### src/rtl/ray_config_pkg.sv
// Shared register map, control/status bit positions and sequencer states
// for the ray-tracer configuration block.
package ray_config_pkg;

  localparam int BUS_ID_WIDTH = 4;

  // Word offsets inside the 32-word config window
  localparam logic [4:0] OFF_CONTROL    = 5'h00;
  localparam logic [4:0] OFF_STATUS     = 5'h00;
  localparam logic [4:0] OFF_FRAME_ADDR = 5'h03;
  localparam logic [4:0] OFF_CAMERA     = 5'h04;
  localparam logic [4:0] OFF_WIDTH      = 5'h10;
  localparam logic [4:0] OFF_HEIGHT     = 5'h11;

  localparam int CTRL_START_BIT     = 0;
  localparam int CTRL_NORMALIZE_BIT = 5;
  localparam int STATUS_READY_BIT   = 1;

  typedef enum logic [2:0] {
    IDLE,
    WRITE_CFG,
    READ_STATUS,
    WAIT_STATUS,
    START,
    WAIT_DONE,
    FINISH
  } seq_state_e;

endpackage

### src/rtl/memory_bus.sv
// Request/response memory bus: ms* is master-to-slave, sm* is slave-to-master.
interface MemoryBus #(
  parameter int ADDRESS_WIDTH = 32,
  parameter int DATA_WIDTH    = 24
) ();
  logic                                    msValid;
  logic [ADDRESS_WIDTH-1:0]                msAddress;
  logic                                    msWrite;
  logic [DATA_WIDTH-1:0]                   msData;
  logic [ray_config_pkg::BUS_ID_WIDTH-1:0] msID;
  logic                                    msTaken;
  logic                                    smValid;
  logic [DATA_WIDTH-1:0]                   smData;
  logic [ray_config_pkg::BUS_ID_WIDTH-1:0] smID;
  logic                                    smTaken;

  modport Master (
    output msValid, msAddress, msWrite, msData, msID, smTaken,
    input  msTaken, smValid, smData, smID
  );

  modport Slave (
    input  msValid, msAddress, msWrite, msData, msID, smTaken,
    output msTaken, smValid, smData, smID
  );
endinterface

### src/rtl/render_sequencer_bus_write_port.sv
// Single-outstanding bus request port: captures a request when free and
// holds valid/address/data/direction stable until the slave takes it.
module bus_write_port #(
  parameter int ADDRESS_WIDTH = 32,
  parameter int DATA_WIDTH    = 24
) (
  input  logic                     clock,
  input  logic                     reset,
  input  logic                     req_i,
  input  logic                     write_i,
  input  logic [ADDRESS_WIDTH-1:0] addr_i,
  input  logic [DATA_WIDTH-1:0]    data_i,
  input  logic                     taken_i,
  output logic                     valid_o,
  output logic                     write_o,
  output logic [ADDRESS_WIDTH-1:0] addr_o,
  output logic [DATA_WIDTH-1:0]    data_o,
  output logic                     busy_o,
  output logic                     done_o
);

  logic                     valid_q, valid_d;
  logic                     write_q, write_d;
  logic [ADDRESS_WIDTH-1:0] addr_q, addr_d;
  logic [DATA_WIDTH-1:0]    data_q, data_d;

  // Load a new request only when nothing is outstanding; clear on handshake
  always_comb begin
    valid_d = valid_q;
    write_d = write_q;
    addr_d  = addr_q;
    data_d  = data_q;
    if (valid_q) begin
      if (taken_i) valid_d = 1'b0;
    end else if (req_i) begin
      valid_d = 1'b1;
      write_d = write_i;
      addr_d  = addr_i;
      data_d  = data_i;
    end
  end

  // Request registers; reset drops valid immediately
  always_ff @(posedge clock or negedge reset) begin
    if (!reset) begin
      valid_q <= 1'b0;
      write_q <= 1'b0;
      addr_q  <= '0;
      data_q  <= '0;
    end else begin
      valid_q <= valid_d;
      write_q <= write_d;
      addr_q  <= addr_d;
      data_q  <= data_d;
    end
  end

  assign valid_o = valid_q;
  assign write_o = write_q;
  assign addr_o  = addr_q;
  assign data_o  = data_q;
  assign busy_o  = valid_q;
  assign done_o  = valid_q & taken_i;

endmodule

### src/rtl/render_sequencer.sv
// Frame render sequencer: snapshots camera/frame settings, programs the
// ray-tracer config block, polls until ready, starts it and waits for done.
//
// state       | meaning
// IDLE        | waiting for a host request
// WRITE_CFG   | writing frame address, camera vectors, width, height
// READ_STATUS | issuing a read of the status word
// WAIT_STATUS | waiting for our status response
// START       | writing the start/normalize control word
// WAIT_DONE   | ray tracer busy, waiting for its interrupt
// FINISH      | one-cycle frameDone pulse, display buffer flips
module render_sequencer
  import ray_config_pkg::*;
#(
  parameter int                       POSITION_WIDTH = 16,
  parameter int                       DATA_WIDTH     = 24,
  parameter int                       ADDRESS_WIDTH  = 32,
  parameter int                       SEQ_ID         = 0,
  parameter logic [ADDRESS_WIDTH-1:0] CONFIG_ADDRESS = '0
) (
  input  logic                          clock,
  input  logic                          reset,
  input  logic                          request,
  output logic                          accepted,
  input  logic [2:0][POSITION_WIDTH-1:0] cameraQ,
  input  logic [2:0][POSITION_WIDTH-1:0] cameraV,
  input  logic [2:0][POSITION_WIDTH-1:0] cameraX,
  input  logic [2:0][POSITION_WIDTH-1:0] cameraY,
  input  logic [ADDRESS_WIDTH-1:0]      frameBase0,
  input  logic [ADDRESS_WIDTH-1:0]      frameBase1,
  input  logic [11:0]                   width,
  input  logic [11:0]                   height,
  input  logic                          normalize,
  input  logic                          interrupt,
  output logic                          frameDone,
  output logic                          displayBuffer,
  output logic                          idle,
  MemoryBus.Master                      bus
);

  seq_state_e state_q, state_d;
  logic [4:0] off_q, off_d;
  logic       disp_q, disp_d;

  // Snapshot taken at acceptance; camera words ordered Q0..Q2,V0..,X0..,Y0..Y2
  logic [11:0][POSITION_WIDTH-1:0] cam_q;
  logic [ADDRESS_WIDTH-9:0]        frame_q;
  logic [11:0]                     width_q, height_q;
  logic                            norm_q, target_q;

  logic [3:0]                cam_sel;
  logic [POSITION_WIDTH-1:0] cam_word;
  logic [DATA_WIDTH-1:0]     cfg_data;

  logic                  port_req, port_write, port_busy, port_done;
  logic [4:0]            port_offset;
  logic [DATA_WIDTH-1:0] port_data;
  logic                  sm_taken;

  // Data word for the current config offset
  always_comb begin
    cam_sel  = 4'(off_q - OFF_CAMERA);
    cam_word = (cam_sel < 4'd12) ? cam_q[cam_sel] : '0;
    case (off_q)
      OFF_FRAME_ADDR: cfg_data = DATA_WIDTH'(frame_q);
      OFF_WIDTH:      cfg_data = DATA_WIDTH'(width_q);
      OFF_HEIGHT:     cfg_data = DATA_WIDTH'(height_q);
      default:        cfg_data = {{(DATA_WIDTH-POSITION_WIDTH){cam_word[POSITION_WIDTH-1]}}, cam_word};
    endcase
  end

  // Next-state and output decode
  always_comb begin
    state_d     = state_q;
    off_d       = off_q;
    disp_d      = disp_q;
    accepted    = 1'b0;
    frameDone   = 1'b0;
    sm_taken    = 1'b0;
    port_req    = 1'b0;
    port_write  = 1'b1;
    port_offset = off_q;
    port_data   = cfg_data;
    case (state_q)
      IDLE: begin
        if (request && reset) begin
          accepted = 1'b1;
          off_d    = OFF_FRAME_ADDR;
          state_d  = WRITE_CFG;
        end
      end
      WRITE_CFG: begin
        port_req = !port_busy;
        if (port_done) begin
          if (off_q == OFF_HEIGHT) state_d = READ_STATUS;
          else off_d = off_q + 5'd1;
        end
      end
      READ_STATUS: begin
        port_req    = !port_busy;
        port_write  = 1'b0;
        port_offset = OFF_STATUS;
        port_data   = '0;
        if (port_done) state_d = WAIT_STATUS;
      end
      WAIT_STATUS: begin
        sm_taken = 1'b1;
        if (bus.smValid && bus.smID == BUS_ID_WIDTH'(SEQ_ID))
          state_d = bus.smData[STATUS_READY_BIT] ? START : READ_STATUS;
      end
      START: begin
        port_req    = !port_busy;
        port_offset = OFF_CONTROL;
        port_data   = '0;
        port_data[CTRL_START_BIT]     = 1'b1;
        port_data[CTRL_NORMALIZE_BIT] = norm_q;
        if (port_done) state_d = WAIT_DONE;
      end
      WAIT_DONE: begin
        if (interrupt) begin
          disp_d  = target_q;
          state_d = FINISH;
        end
      end
      FINISH: begin
        frameDone = 1'b1;
        state_d   = IDLE;
      end
      default: state_d = IDLE;
    endcase
  end

  // State, offset counter and display buffer registers
  always_ff @(posedge clock or negedge reset) begin
    if (!reset) begin
      state_q <= IDLE;
      off_q   <= OFF_FRAME_ADDR;
      disp_q  <= 1'b1;
    end else begin
      state_q <= state_d;
      off_q   <= off_d;
      disp_q  <= disp_d;
    end
  end

  // Input snapshot on acceptance; target is the buffer not on display
  always_ff @(posedge clock or negedge reset) begin
    if (!reset) begin
      cam_q    <= '0;
      frame_q  <= '0;
      width_q  <= '0;
      height_q <= '0;
      norm_q   <= 1'b0;
      target_q <= 1'b0;
    end else if (accepted) begin
      cam_q    <= {cameraY, cameraX, cameraV, cameraQ};
      frame_q  <= disp_q ? frameBase0[ADDRESS_WIDTH-1:8] : frameBase1[ADDRESS_WIDTH-1:8];
      width_q  <= width;
      height_q <= height;
      norm_q   <= normalize;
      target_q <= ~disp_q;
    end
  end

  bus_write_port #(
    .ADDRESS_WIDTH(ADDRESS_WIDTH),
    .DATA_WIDTH   (DATA_WIDTH)
  ) u_port (
    .clock  (clock),
    .reset  (reset),
    .req_i  (port_req),
    .write_i(port_write),
    .addr_i (CONFIG_ADDRESS + ADDRESS_WIDTH'(port_offset)),
    .data_i (port_data),
    .taken_i(bus.msTaken),
    .valid_o(bus.msValid),
    .write_o(bus.msWrite),
    .addr_o (bus.msAddress),
    .data_o (bus.msData),
    .busy_o (port_busy),
    .done_o (port_done)
  );

  assign bus.msID        = BUS_ID_WIDTH'(SEQ_ID);
  assign bus.smTaken     = sm_taken;
  assign displayBuffer   = disp_q;
  assign idle            = (state_q == IDLE);

endmodule
### src/flat_wrapper.sv
// flat-port wrapper written by rule: the top's interface ports become plain ports
module render_sequencer_flat import ray_config_pkg::*;
#(
  parameter int                       POSITION_WIDTH = 16,
  parameter int                       DATA_WIDTH     = 24,
  parameter int                       ADDRESS_WIDTH  = 32,
  parameter int                       SEQ_ID         = 0,
  parameter logic [ADDRESS_WIDTH-1:0] CONFIG_ADDRESS = '0
)
  (clock, reset, request, accepted, cameraQ, cameraV, cameraX, cameraY, frameBase0, frameBase1, width, height, normalize, interrupt, frameDone, displayBuffer, idle, bus_msValid, bus_msAddress, bus_msWrite, bus_msData, bus_msID, bus_smTaken, bus_msTaken, bus_smValid, bus_smData, bus_smID);
  MemoryBus #(.ADDRESS_WIDTH(ADDRESS_WIDTH), .DATA_WIDTH(DATA_WIDTH)) bus_i ();
  input  logic clock;
  input  logic reset;
  input  logic request;
  output logic accepted;
  input  logic [2:0][POSITION_WIDTH-1:0] cameraQ;
  input  logic [2:0][POSITION_WIDTH-1:0] cameraV;
  input  logic [2:0][POSITION_WIDTH-1:0] cameraX;
  input  logic [2:0][POSITION_WIDTH-1:0] cameraY;
  input  logic [ADDRESS_WIDTH-1:0] frameBase0;
  input  logic [ADDRESS_WIDTH-1:0] frameBase1;
  input  logic [11:0] width;
  input  logic [11:0] height;
  input  logic normalize;
  input  logic interrupt;
  output logic frameDone;
  output logic displayBuffer;
  output logic idle;
  output wire logic [$bits(bus_i.msValid)-1:0] bus_msValid;
  output wire logic [$bits(bus_i.msAddress)-1:0] bus_msAddress;
  output wire logic [$bits(bus_i.msWrite)-1:0] bus_msWrite;
  output wire logic [$bits(bus_i.msData)-1:0] bus_msData;
  output wire logic [$bits(bus_i.msID)-1:0] bus_msID;
  output wire logic [$bits(bus_i.smTaken)-1:0] bus_smTaken;
  input wire logic [$bits(bus_i.msTaken)-1:0] bus_msTaken;
  input wire logic [$bits(bus_i.smValid)-1:0] bus_smValid;
  input wire logic [$bits(bus_i.smData)-1:0] bus_smData;
  input wire logic [$bits(bus_i.smID)-1:0] bus_smID;
  assign bus_msValid = bus_i.msValid;
  assign bus_msAddress = bus_i.msAddress;
  assign bus_msWrite = bus_i.msWrite;
  assign bus_msData = bus_i.msData;
  assign bus_msID = bus_i.msID;
  assign bus_smTaken = bus_i.smTaken;
  assign bus_i.msTaken = bus_msTaken;
  assign bus_i.smValid = bus_smValid;
  assign bus_i.smData = bus_smData;
  assign bus_i.smID = bus_smID;
  render_sequencer #(.POSITION_WIDTH(POSITION_WIDTH), .DATA_WIDTH(DATA_WIDTH), .ADDRESS_WIDTH(ADDRESS_WIDTH), .SEQ_ID(SEQ_ID), .CONFIG_ADDRESS(CONFIG_ADDRESS)) u_core (.clock(clock), .reset(reset), .request(request), .accepted(accepted), .cameraQ(cameraQ), .cameraV(cameraV), .cameraX(cameraX), .cameraY(cameraY), .frameBase0(frameBase0), .frameBase1(frameBase1), .width(width), .height(height), .normalize(normalize), .interrupt(interrupt), .frameDone(frameDone), .displayBuffer(displayBuffer), .idle(idle), .bus(bus_i));
endmodule
### config.mk
export PLATFORM = sky130hd
export DESIGN_NAME = render_sequencer_flat
export DESIGN_NICKNAME = d
export VERILOG_FILES = /design/src/rtl/ray_config_pkg.sv /design/src/rtl/memory_bus.sv /design/src/rtl/render_sequencer_bus_write_port.sv /design/src/rtl/render_sequencer.sv /design/src/flat_wrapper.sv
export SDC_FILE = /design/constraint.sdc
export NUM_CORES = 1
export LEC_CHECK = 0
export ABC_AREA = 1
export CAP_MARGIN = 5
export CORE_UTILIZATION = 30
export DETAILED_ROUTE_END_ITERATION = 16
export GPL_ROUTABILITY_DRIVEN = 0
export GPL_TIMING_DRIVEN = 1
export PLACE_DENSITY = 0.52
export SLEW_MARGIN = 20
export SYNTH_ARGS = -nofsm -noshare
export SYNTH_HDL_FRONTEND = slang
export SYNTH_SLANG_ARGS = --single-unit
export TNS_END_PERCENT = 5
### constraint.sdc
create_clock -name clock -period 4.39 [get_ports clock]
set_input_delay 0.439 -clock clock [delete_from_list [all_inputs] [get_ports clock]]
set_output_delay 0.439 -clock clock [all_outputs]
set_load 0.01 [all_outputs]
==> Yosys cells after proc, flatten, opt, wreduce, memory -nomap -nowiden <==
Cells that the tools add are included.
{ "word_totals": {"output_inout_bits": 67, "wordCells": 89, "reg_bits": 282} }
{ "classes": {"n_lt_le_gt_ge": 2, "n_eq_ne": 17, "add_sub_neg": 2, "n_mux": 29, "bitwise_logic": 3, "reduce_logical": 12} }
{ "op_table": {"columns": ["op", "count"], "rows": [
  ["24-bit one-hot mux with 3 select lines", 1],
  ["16-bit binary-select mux with 4-bit select", 1],
  ["24-bit one-hot mux with 2 select lines", 1],
  ["16-bit 2-to-1 mux", 2],
  ["24-bit 2-to-1 mux", 1],
  ["3-bit 2-to-1 mux", 8],
  ["5-bit 2-to-1 mux", 4],
  ["3-bit one-hot mux with 6 select lines", 1],
  ["2-bit by 1-bit inequality test with 1-bit output (second input constant)", 6],
  ["5-bit equality test (second input constant)", 2],
  ["5-bit one-hot mux with 2 select lines", 1],
  ["3-bit equality test (second input constant)", 3],
  ["1-bit 2-to-1 mux", 9],
  ["7-bit AND reduction", 1],
  ["3-bit by 2-bit equality test with 1-bit output (second input constant)", 2],
  ["5-bit by 1-bit adder with 5-bit output (second input constant)", 1],
  ["5-bit by 2-bit equality test with 1-bit output (second input constant)", 1],
  ["4-bit by 5-bit < comparator with 1-bit output (second input constant)", 1],
  ["4-bit logical NOT", 1],
  ["4-bit < comparator (second input constant)", 1],
  ["2-bit inequality test (second input constant)", 2],
  ["2-bit AND reduction", 2],
  ["4-bit AND reduction", 1],
  ["4-bit by 3-bit subtractor with 4-bit output (second input constant)", 1],
  ["other kinds (9)", 11]
]} }

==> Depth between registers and ports, before layout <==
{ "logic_depth": {"ltp_word": 6, "mapped_depth": 13, "depth_no_buf": 11} }

==> By module <==
Synthesis repeated with hierarchy kept, for this count alone.
{ "hier_totals": {"hier_cells": 1949, "area_unflattened_um2": 14757.9} }
{ "modules_own_cells": {"columns": ["module", "cells_each", "instances", "area_per_inst_um2", "seq_area_each_um2"], "rows": [
  ["render_sequencer", 1696, 1, 12472.0, 6284.8],
  ["bus_write_port", 253, 1, 2285.9, 1451.4]
]} }

==> Worst setup path before layout <==
Ideal clock, no wire load.
{ "synth_timing": {"kind": "register to register", "from": "reg u_core.off_q[2]", "to": "reg u_core.u_port.data_q[10], in the netlist u_core.u_port.data_o[10]", "path_buffers": 4, "synth_period_minus_slack_ns": 2.179, "arrival_time_ns": 2.115, "setup_slack_ns": 2.211, "path_stages_with_launch": 14, "path_cell_list": "dfrtp_1 -> buf_4 -> inv_2 -> clkbuf_1 -> ha_1 -> clkbuf_1 -> nor2_1 -> buf_2 -> nand2_1 -> nand2_1 -> nand2_1 -> nand2_1 -> nand2_1 -> nand2_1"} }
{ "synth_via": {"elab_chain_len": 6} }
{ "synth_lines": {"columns": ["item", "line_no", "text"], "rows": [
  ["start, declared", "render_sequencer.sv:42", "logic [4:0] off_q, off_d;"],
  ["start signal, assigned", "render_sequencer.sv:137", "off_q <= OFF_FRAME_ADDR;"],
  ["start signal, assigned", "render_sequencer.sv:141", "off_q <= off_d;"],
  ["4-bit by 3-bit subtractor with 4-bit output", "render_sequencer.sv:62", "cam_sel = 4'(off_q - OFF_CAMERA);"],
  ["16-bit binary-select mux with 4-bit select", "render_sequencer.sv:63", "cam_word = (cam_sel < 4'd12) ? cam_q[cam_sel] : '0;"],
  ["16-bit 2-to-1 mux (not written as such)", "render_sequencer.sv:63", null],
  ["16-bit 2-to-1 mux", "render_sequencer.sv:63", null],
  ["24-bit one-hot mux with 3 select lines *", "render_sequencer.sv:64", "case (off_q)"],
  ["24-bit one-hot mux with 2 select lines *", "render_sequencer.sv:84", "case (state_q)"],
  ["end signal, assigned", "render_sequencer_bus_write_port.sv:54", "data_q <= data_d;"],
  ["end, declared", "render_sequencer_bus_write_port.sv:25", "logic [DATA_WIDTH-1:0] data_q, data_d;"]
]} }
Mark *: on every way between the ends. The rest lies on a longest branch, timed or not. The select of a mux whose other input is x is not followed.
A chain may end at the register's enable or synchronous reset.

==> Worst setup path after layout <==
{ "layout_timing": {"from": "reg u_core.off_q[0]", "to": "reg u_core.u_port.data_q[15], in the netlist u_core.u_port.data_o[15]"} }
The elaborated chain is that of the path after synthesis.

==> flow_summary_export.csv <==
group,metric,value,unit
final_layout,nNetsFinal,2340,
clock_tree,h-tree-depth,2,
clock_tree,root_buffer,"clkbuf_16",
floorplanning,die_h,216,µm
sta,worst_pin_slew,1.08,ns
detailed_routing,drtPass1Iterations,4,
final_layout,fill_cells,4732,
sta,final_max_slew_viol_count,0,
final_layout,regArea,7060,µm²
sta,fin_crit,3.26,ns
synth,synth_top_family_by_area,"simple AND/OR/NAND/NOR gates",
worst_setup_path,arrival,3.74,ns
grt,antenna_found_initial,0,
clock_tree,clk_pin_slew,0.06,ns
detailed_routing,postRouteAntennaNets,0,
clock_tree,cts.sinks,282,
synth,ys_dominant_reg_cell,"dfrtp_1",
synth,yosys_warnings,0,
clock_tree,cts_made_buffers,35,
outcome,outcome,"finished, final reports clean",
power_and_ir_drop,total_power,0.0126,W
sta,fmaxAchievable,307,MHz
worst_setup_path,required,4.87,ns
synth,synthMuxAreaShare,0,
detailed_routing,post_drt_wl_per_cell,17.4,µm
synth,syn_avg_cell_area,7.78,µm²
clock_tree,cts.path.max_buffers,3,
floorplanning,die_x,216,µm
sta,rsz0062_at_grt,"false",
grt,grt_pass1_vias,12022,
floorplanning,num_rows,78,
final_layout,final_cells,2645,
final_layout,multi_input_area,5640,µm²
synth,syn_inst,1766,
grt,grt_overflow,0,
worst_setup_path,cp-start-kind,"register",
synth,synth_xor_area_frac,0.00127,
final_layout,final_common_cell,"nand2_1",
synth,synthAdderAreaFrac,0.00546,
clock_tree,ctsResizeCount,0,
detailed_routing,initialDrtViolationCount,927,
grt,grt_max_degree,229,
floorplanning,io_pins,382,
worst_setup_path,cpLargestDelayFamily,"simple AND/OR/NAND/NOR gates",
place,dpl.cell_count,2580,
floorplanning,initial_core_util,0.303,
place,hpwl,31.5,mm
grt,grtUsageTotal,0.198,
synth,synth_edf_count,0,
sta,min_period_over_period,0.742,
synth,synth-compound-area-share,0.107,
worst_setup_path,end_kind,"register",
detailed_routing,vias,12220,
place,dpl_worst_slack,1.10,ns
worst_setup_path,worstPathCellList,"ha_1 > nand3_1 > nand3_1 > inv_1 > nand2_2 > nand3_1 > nand2_1",
synth,synth-seq-area-share,0.514,
grt,grt_pass1_wl,71.1,mm
floorplanning,die_area,46700,µm²
clock_tree,clk_latency,0.55,ns
place,portBuffers,311,
worst_setup_path,crit_path_max_incr_delay,0.86,ns
final_layout,most-common-layout-cells,"nand2_1, clkdlybuf4s50_1, dfrtp_1",
synth,ys_types,37,
worst_setup_path,worstPathMaxFanout,37,
floorplanning,core,45300,µm²
sta,hold_viol,0,
power_and_ir_drop,powerDensity,691,nW/µm²
run,cap_viol_max_count,0,
synth,synth_area,13700,µm²
sta,setup_viol,0,
synth,synth-simple-area-share,0.288,
power_and_ir_drop,vdd_drop_max,365,µV
sta,timing.final.ws_setup,1.13,ns
clock_tree,cts_tree,"done",
clock_tree,post_cts_buffers,0,
synth,postSynth.asyncResetShare,1.00,
worst_setup_path,critical_path.most_common_cell,"nand3_1",
final_layout,insertedDiodeCount,0,
sta,skew,0.0197,ns
power_and_ir_drop,p_leak,8.77,nW
worst_setup_path,cp_slowest_cell,"dfstp_4",
worst_setup_path,worst-path-buf-inv,1,
detailed_routing,viasPerCell,4.62,
synth,ys_ff_latch,282,
detailed_routing,drcViolationCount,0,
final_layout,drive_gt1_frac,0.0494,
sta,slew-limit-headroom,0.281,
detailed_routing,drt-total-wl,46.1,mm
clock_tree,postCtsHoldBufs,1,
final_layout,syn2layout_area_growth,32.3,%
sta,timing.hold.ws,0.361,ns
worst_setup_path,criticalPathCategory,"register to register",
hold_path,hold_path_class,"input pin to asynchronous set/reset pin",
sta,tns,0,ns
-- worst register-to-register path, stage by stage (launching register included) --
cell and delay [ns]:
dfstp_4 0.86, ha_1 0.22, nand3_1 0.42, nand3_1 0.83, inv_1 0.38, nand2_2 0.29
nand3_1 0.11, nand2_1 0.09
-- layer usage --
metal,share of wire,up-vias,global-route usage
li1,-,6016,-
met3,0.049,62,0.0285
met2,0.45,340,0.310
met1,0.47,5802,0.280
met5,0,-,0
met4,0.029,0,0.0681
-- final timing paths --
| check | end | start | cells past startpoint | slack, ns |
|---|---|---|---|---|
| max | u_core.u_port.data_o[15] | u_core.off_q[0] | 7 | 1.13 |
| min | u_core.frame_q[21] | reset | 2 | 0.36 |
| max reg2reg | u_core.u_port.data_o[15] | u_core.off_q[0] | 7 | 1.13 |
| min reg2reg | u_core.cam_q[110] | u_core.cam_q[110] | 2 | 0.46 |
| max in group asynchronous | u_core.cam_q[85] | reset | 4 | 2.28 |
| min in group clock | u_core.cam_q[75] | cameraV[27] | 3 | 0.43 |
-- metrics by stage --
step | instance area, µm² | utilization
after floorplan | 13900 | -
after global placement | 16900 | 0.373
after detailed placement | 16900 | 0.373
after CTS | 18100 | 0.401
after global routing | 18200 | 0.401
final | 18200 | 0.401
-- registers in the layout, summed over array words and instances, names as in the netlist, 3 cells and up --
signal,flops
u_core.height_q,12
u_core.u_port.addr_o,5
u_core.cam_q,192
u_core.width_q,12
u_core.off_q,5
u_core.frame_q,24
u_core.u_port.data_o,24
u_core.state_q,3
-- cell type report --
cell class | count | share of cell area
inverters | 60 | 0.0129
multi-input cells | 1314 | 0.310
well taps | 600 | 0.0413
repair buffers | 326 | 0.180
flip-flops and latches | 282 | 0.389
clock buffers | 48 | 0.0554
clock inverters | 15 | 0.0118
-- kinds of logic (layout without fill, tap and decap cells) --
| group | Yosys count | after routing |
|---|---|---|
| simple gates | 1025 | 1025 |
| flops | 282 | 282 |
| compound gates | 250 | 250 |
| buf+inv | 200 | 449 |
| fa+ha+maj | 6 | 6 |
| xor+xnor | 2 | 2 |
| other cells | 1 | 31 |
-- cells in the mapped netlist (all sizes together), types with 2 or more instances --
cell      n  area (µm²)
a21oi    28         151
a221oi    2        17.5
buf     121         857
clkbuf   19        71.3
dfrtp   279        6980
dfstp     3        78.8
ha        6        75.1
inv      60         230
nand2   811        3060
nand3    44         225
nor2    169         671
o211ai   34         255
o21ai   143         719
o22ai    15        93.8
o31ai    25         203
xor2      2        17.5
-- power by group --
| part | leakage, nW | switching (W) | internal, W |
|---|---|---|---|
| Clock | 0.607 | 0.00116 | 0.00190 |
| Combinational | 4.63 | 0.00333 | 0.00173 |
| Sequential | 3.53 | 0.000660 | 0.00378 |
| Total | 8.77 | 0.00515 | 0.00741 |
(Power assumes the default switching activity.)
